File: config.mk
export PLATFORM = sky130hd
export DESIGN_NAME = sar_search
export DESIGN_NICKNAME = d
export VERILOG_FILES = /design/src/rtl/sar_pkg.sv /design/src/rtl/sar_search.sv
export SDC_FILE = /design/constraint.sdc
export NUM_CORES = 1
export LEC_CHECK = 0
export ABC_AREA = 1
export CORE_MARGIN = 5
export CORE_UTILIZATION = 45
export CTS_BUF_LIST = sky130_fd_sc_hd__clkbuf_8
export CTS_CLUSTER_SIZE = 28
export DETAILED_ROUTE_END_ITERATION = 8
export PLACE_DENSITY_LB_ADDON = 0.2
export SYNTH_ARGS = -nofsm -noshare
export SYNTH_HDL_FRONTEND = slang
export SYNTH_SLANG_ARGS = --single-unit
File: constraint.sdc
create_clock -name clk -period 1.4 [get_ports clk]
set_input_delay 0.14 -clock clk [delete_from_list [all_inputs] [get_ports clk]]
set_output_delay 0.14 -clock clk [all_outputs]
set_load 0.01 [all_outputs]
File: src/rtl/sar_pkg.sv
`default_nettype none
// ============================================================================
// Module  : sar_pkg
// Brief   : Shared state encodings and flag helper for the SAR search block.
// Rev     : 1.0  initial release
// ============================================================================
package sar_pkg;

  typedef enum logic [1:0] {
    ST_IDLE   = 2'd0,
    ST_SEARCH = 2'd1,
    ST_DONE   = 2'd2
  } sar_state_e;

  // True when exactly one of the comparator flags is asserted.
  function automatic logic onehot3(input logic g, input logic e, input logic l);
    return (g & ~e & ~l) | (~g & e & ~l) | (~g & ~e & l);
  endfunction

endpackage
`default_nettype wire

File: src/rtl/sar_search.sv
`default_nettype none
// ============================================================================
// Module  : sar_search
// Brief   : Successive-approximation controller. Presents a trial code to an
//           external magnitude comparator and binary-searches the target
//           from the returned greater/equal/less flags.
// Config  : SAR_EARLY_EXIT_EN - when defined, an "equal" flag ends the
//           search at once with the current trial as the result.
// Rev     : 1.0  initial release
// ============================================================================
module sar_search
  import sar_pkg::*;
#(
  parameter int WIDTH = 4
) (
  input  logic             clk,
  input  logic             rst_n,
  input  logic             start,
  input  logic             cmp_g,
  input  logic             cmp_e,
  input  logic             cmp_l,
  output logic [WIDTH-1:0] trial,
  output logic             busy,
  output logic             done,
  output logic [WIDTH-1:0] result,
  output logic             err
);

  localparam int IW = (WIDTH > 1) ? $clog2(WIDTH) : 1;

  sar_state_e       state_q;
  logic [WIDTH-1:0] trial_q;
  logic [IW-1:0]    idx_q;
  logic             busy_q;
  logic             done_q;
  logic [WIDTH-1:0] result_q;
  logic             err_q;

  logic [WIDTH-1:0] bit_mask;
  logic [WIDTH-1:0] resolved;
  logic [WIDTH-1:0] trial_d;
  logic             flags_ok;

  // Resolve the bit under test and pre-set the next lower bit for the next trial.
  always_comb begin
    bit_mask = {{(WIDTH-1){1'b0}}, 1'b1} << idx_q;
    resolved = cmp_g ? (trial_q & ~bit_mask) : trial_q;
    trial_d  = resolved | (bit_mask >> 1);
    flags_ok = onehot3(cmp_g, cmp_e, cmp_l);
  end

  // Search FSM with all outputs registered.
  always_ff @(posedge clk or negedge rst_n) begin
    if (!rst_n) begin
      state_q  <= ST_IDLE;
      trial_q  <= '0;
      idx_q    <= '0;
      busy_q   <= 1'b0;
      done_q   <= 1'b0;
      result_q <= '0;
      err_q    <= 1'b0;
    end else begin
      case (state_q)
        ST_IDLE: begin
          done_q <= 1'b0;
          if (start) begin
            trial_q <= {1'b1, {(WIDTH-1){1'b0}}};
            idx_q   <= IW'(WIDTH - 1);
            err_q   <= 1'b0;
            busy_q  <= 1'b1;
            state_q <= ST_SEARCH;
          end
        end
        ST_SEARCH: begin
          if (!flags_ok) begin
            // Broken comparator: report the trial that exposed it.
            err_q    <= 1'b1;
            result_q <= trial_q;
            busy_q   <= 1'b0;
            done_q   <= 1'b1;
            state_q  <= ST_DONE;
          end
`ifdef SAR_EARLY_EXIT_EN
          else if (cmp_e) begin
            // Exact hit: lower bits are still 0, so the trial is the answer.
            result_q <= trial_q;
            busy_q   <= 1'b0;
            done_q   <= 1'b1;
            state_q  <= ST_DONE;
          end
`endif
          else if (idx_q == '0) begin
            trial_q  <= resolved;
            result_q <= resolved;
            busy_q   <= 1'b0;
            done_q   <= 1'b1;
            state_q  <= ST_DONE;
          end else begin
            trial_q <= trial_d;
            idx_q   <= idx_q - IW'(1);
          end
        end
        ST_DONE: begin
          done_q  <= 1'b0;
          state_q <= ST_IDLE;
        end
        default: begin
          busy_q  <= 1'b0;
          done_q  <= 1'b0;
          state_q <= ST_IDLE;
        end
      endcase
    end
  end

  assign trial  = trial_q;
  assign busy   = busy_q;
  assign done   = done_q;
  assign result = result_q;
  assign err    = err_q;

endmodule
`default_nettype wire

==> results.toml <==
[route]
drt_iter0_drc = 9
route.detailed.vias_per_inst = 4.72
drt-pass1-iter-count = 4
route.antenna.remaining_nets = 0
drt_drc_violations_left = 0
wl_per_cell_um = 11.8
routed_wirelength_um = 1870
vias = 746

[floorplan]
rows = 16
initial_utilization_pct = 46.9
core_footprint_um2 = 1960
die_area_um2 = 3050
die_w_um = 55.2
floorplan.die.height_um = 55.2
ioPinCount = 17

[min_path]
worstHoldPathType = "in -> async"

[global_routing]
antenna_found_initial = 0
grt_first_pass_wirelength_um = 3250
maximum_number_of_pins_on_one_net_before_global_route_repair = 16
grt_pass1_vias = 744
grt_use_total_pct = 13.4
grt_overflow = 0

[timing]
slew_headroom_pct = 83.5
period_minus_slack_ns = 1.35
report.final.slew_viol_count = 0
worst-slew-pin-transition_ns = 0.247
finalHoldViolations = 0
final.setup.worst_slack_ns = 0.0525
final_setup_violating_endpoints = 0
rsz_0062_raised_after_global_routing = "false"
max_clock_freq_mhz = 742
final_cycle_share_pct = 96.3
setup_tns_ns = 0
final.setup_skew_ns = 0.00228

[yosys]
synth.area.mux_share_pct = 0
postSynthAreaPerCell_um2 = 8.77
synth_top_family_by_area = "simple AND/OR/NAND/NOR gates"
syn-cell-area_um2 = 921
number_of_synthesized_register_bits = 15
synth_adder_area_share_pct = 5.43
yosys.cell_types.count = 17
netlist_instances = 105
yosys-top-cells-area = "sky130_fd_sc_hd__dfrtp_1 41%, sky130_fd_sc_hd__nand2_1 14%, sky130_fd_sc_hd__nand3_1 8.2%, sky130_fd_sc_hd__nand2_4 6.1%, sky130_fd_sc_hd__nand3_4 5.7%"
synth-simple-area-share_pct = 44.4
part_of_the_yosys_area_used_for_sequential_elements_pct = 40.8
synth_xor_area_share_pct = 0
post-synth-top-area-cell = "sky130_fd_sc_hd__dfrtp_1"
share_of_the_synthesized_area_in_compound_gates_ao_oa_aoi_oai_pct = 2.31
synth.yosys.warnings = 0
synth_nets = 115
post-synth-top-area-fraction_pct = 40.8

[clock_tree]
clk-insertion-delay-late_ns = 0.24
clk_path_buf_depth = 2
cts_tree = "yes"
cts_htree_levels = 1
cts_hold_buf = 0
cts.sink_count = 15
clkSlewWorstSetupHoldPaths_ns = 0.05
cts_inserted_buffers = 3
clockRootBuffer = "sky130_fd_sc_hd__clkbuf_8"

[worst_setup_path]
cp_startpoint_kind = "flop"
cp.buffers_inverters = 1
crit_slowest_cell = "sky130_fd_sc_hd__clkdlybuf4s50_1"
crit_path_cell_trace = "clkdlybuf4s50_1"
worstPathArrival_ns = 1.21
critical-path-top-delay-family = "buffers and inverters"
worst-endpoint-required_ns = 1.26
setup.worst_path.end_class = "primary output"
worst-path-max-fanout = 4
slowest_delay_ns = 0.56
crit_type = "reg -> out"

[placement]
place_area_um2 = 1150
dp_hpwl_um = 1520
dpl_worst_slack_ns = 0.0391
gp_routability_congestion = 0.883
place.port_buffers = 16

[final_layout]
areaGrowthSynthToFinish_pct = 30.7
post_route_cells_drive_above_1_share_pct = 21.4
total_area_of_sequential_cells_um2 = 375
multi_input_comb_area_um2 = 483
postLayoutCellArea_um2 = 1200
final_nets = 142
diodes = 0
filler_cell_count = 179

[pwr]
leakagePower_nw = 0.626
vdd_ir_drop_max_uv = 1200
power.density_cell_area_nw_per_um2 = 2070

[flow_run]
cap_viol_max_count = 0

[outcome]
outcome = "finished, final reports clean"
## path summary, 6_finish.rpt
kind,from,to,slack [ns],cells after the start
setup / recovery,trial[2],trial[2],0.05,1
hold / removal,rst_n,trial[3],0.21,2
setup reg to reg,idx_q[0],trial[0],0.15,8
hold reg to reg,err,err,0.48,2
max in group asynchronous,rst_n,result[1],1.02,2
min in group clk,err,err,0.48,2
## report_power, final
part | internal (mW) | switching (mW) | total (mW) | leakage (nW)
sequential | 0.625 | 0.144 | 0.769 | 0.188
clock | 0.194 | 0.139 | 0.333 | 0.0269
combinational | 0.629 | 0.764 | 1.39 | 0.411
total | 1.45 | 1.05 | 2.50 | 0.626
## layout by cell type, fill, tap and decap left out, types with 2 or more instances in the layout
cell,Yosys,layout
sky130_fd_sc_hd__ha_1,4,3
sky130_fd_sc_hd__buf_4,0,7
sky130_fd_sc_hd__clkbuf_8,0,3
sky130_fd_sc_hd__nand4_1,4,4
sky130_fd_sc_hd__nand3_4,3,3
sky130_fd_sc_hd__nand2_4,5,5
sky130_fd_sc_hd__clkdlybuf4s50_1,0,16
sky130_fd_sc_hd__dfrtp_1,15,15
sky130_fd_sc_hd__nand2_1,35,35
sky130_fd_sc_hd__inv_2,2,2
sky130_fd_sc_hd__inv_1,10,11
sky130_fd_sc_hd__nor2_8,2,2
sky130_fd_sc_hd__a21oi_1,2,2
sky130_fd_sc_hd__nand3_1,15,15
sky130_fd_sc_hd__nand2_2,3,3
## cell type report
type,instances,share of cell area [%]
clock buffers,3,3.43
clock inverters,1,0.312
inverters,13,4.47
multi-input cells,76,40.1
flip-flops and latches,15,31.2
well taps,27,2.81
repair buffers,23,17.7
## cells by family (layout without fill, tap and decap cells)
family	after synthesis	count (layout)
AO/OA/AOI/OAI	4	4
adder cells (fa/ha/maj)	4	4
buffers and inverters	14	40
flip-flops	15	15
AND/OR/NAND/NOR	68	68
## cells in the mapped netlist
library cell / instances
sky130_fd_sc_hd__a21oi_1: 2
sky130_fd_sc_hd__a31oi_1: 1
sky130_fd_sc_hd__buf_6: 1
sky130_fd_sc_hd__dfrtp_1: 15
sky130_fd_sc_hd__ha_1: 4
sky130_fd_sc_hd__inv_1: 10
sky130_fd_sc_hd__inv_2: 2
sky130_fd_sc_hd__inv_6: 1
sky130_fd_sc_hd__nand2_1: 35
sky130_fd_sc_hd__nand2_2: 3
sky130_fd_sc_hd__nand2_4: 5
sky130_fd_sc_hd__nand3_1: 15
sky130_fd_sc_hd__nand3_2: 1
sky130_fd_sc_hd__nand3_4: 3
sky130_fd_sc_hd__nand4_1: 4
sky130_fd_sc_hd__nor2_8: 2
sky130_fd_sc_hd__o21ai_1: 1
## layer usage
metal  share of wire [%]  GRT usage [%]  vias up
met3                 4.1           4.90        6
met2                  52           22.6       13
met5                   0              0        -
met4                 1.9           6.25        0
met1                  42           14.9      334
li1                    -              -      393
## state kept, by name (all words and copies together) (netlist names)
signal and count:
result 4, trial 4, err 1, done 1, busy 1, idx_q 2, state_q 2
## timing repair
action,in CTS,in global routing
endpoints found under the setup margin,0,2
buffers inserted,0,1
gates resized for setup,0,1
## metrics by stage
| stage | instances | power, mW | hold WS, ns | utilization (%) |
|---|---|---|---|---|
| after floorplan | 105 | 1.63 | -0.156 | - |
| after global placement | 153 | 2.13 | 0.464 | 58.5 |
| after detailed placement | 153 | 2.16 | 0.471 | 58.5 |
| after CTS | 157 | 2.51 | 0.209 | 60.8 |
| after global routing | 158 | 2.72 | 0.225 | 61.4 |
| final | 158 | 2.50 | 0.205 | 61.4 |
No activity file was read; power rests on OpenSTA's default activity.
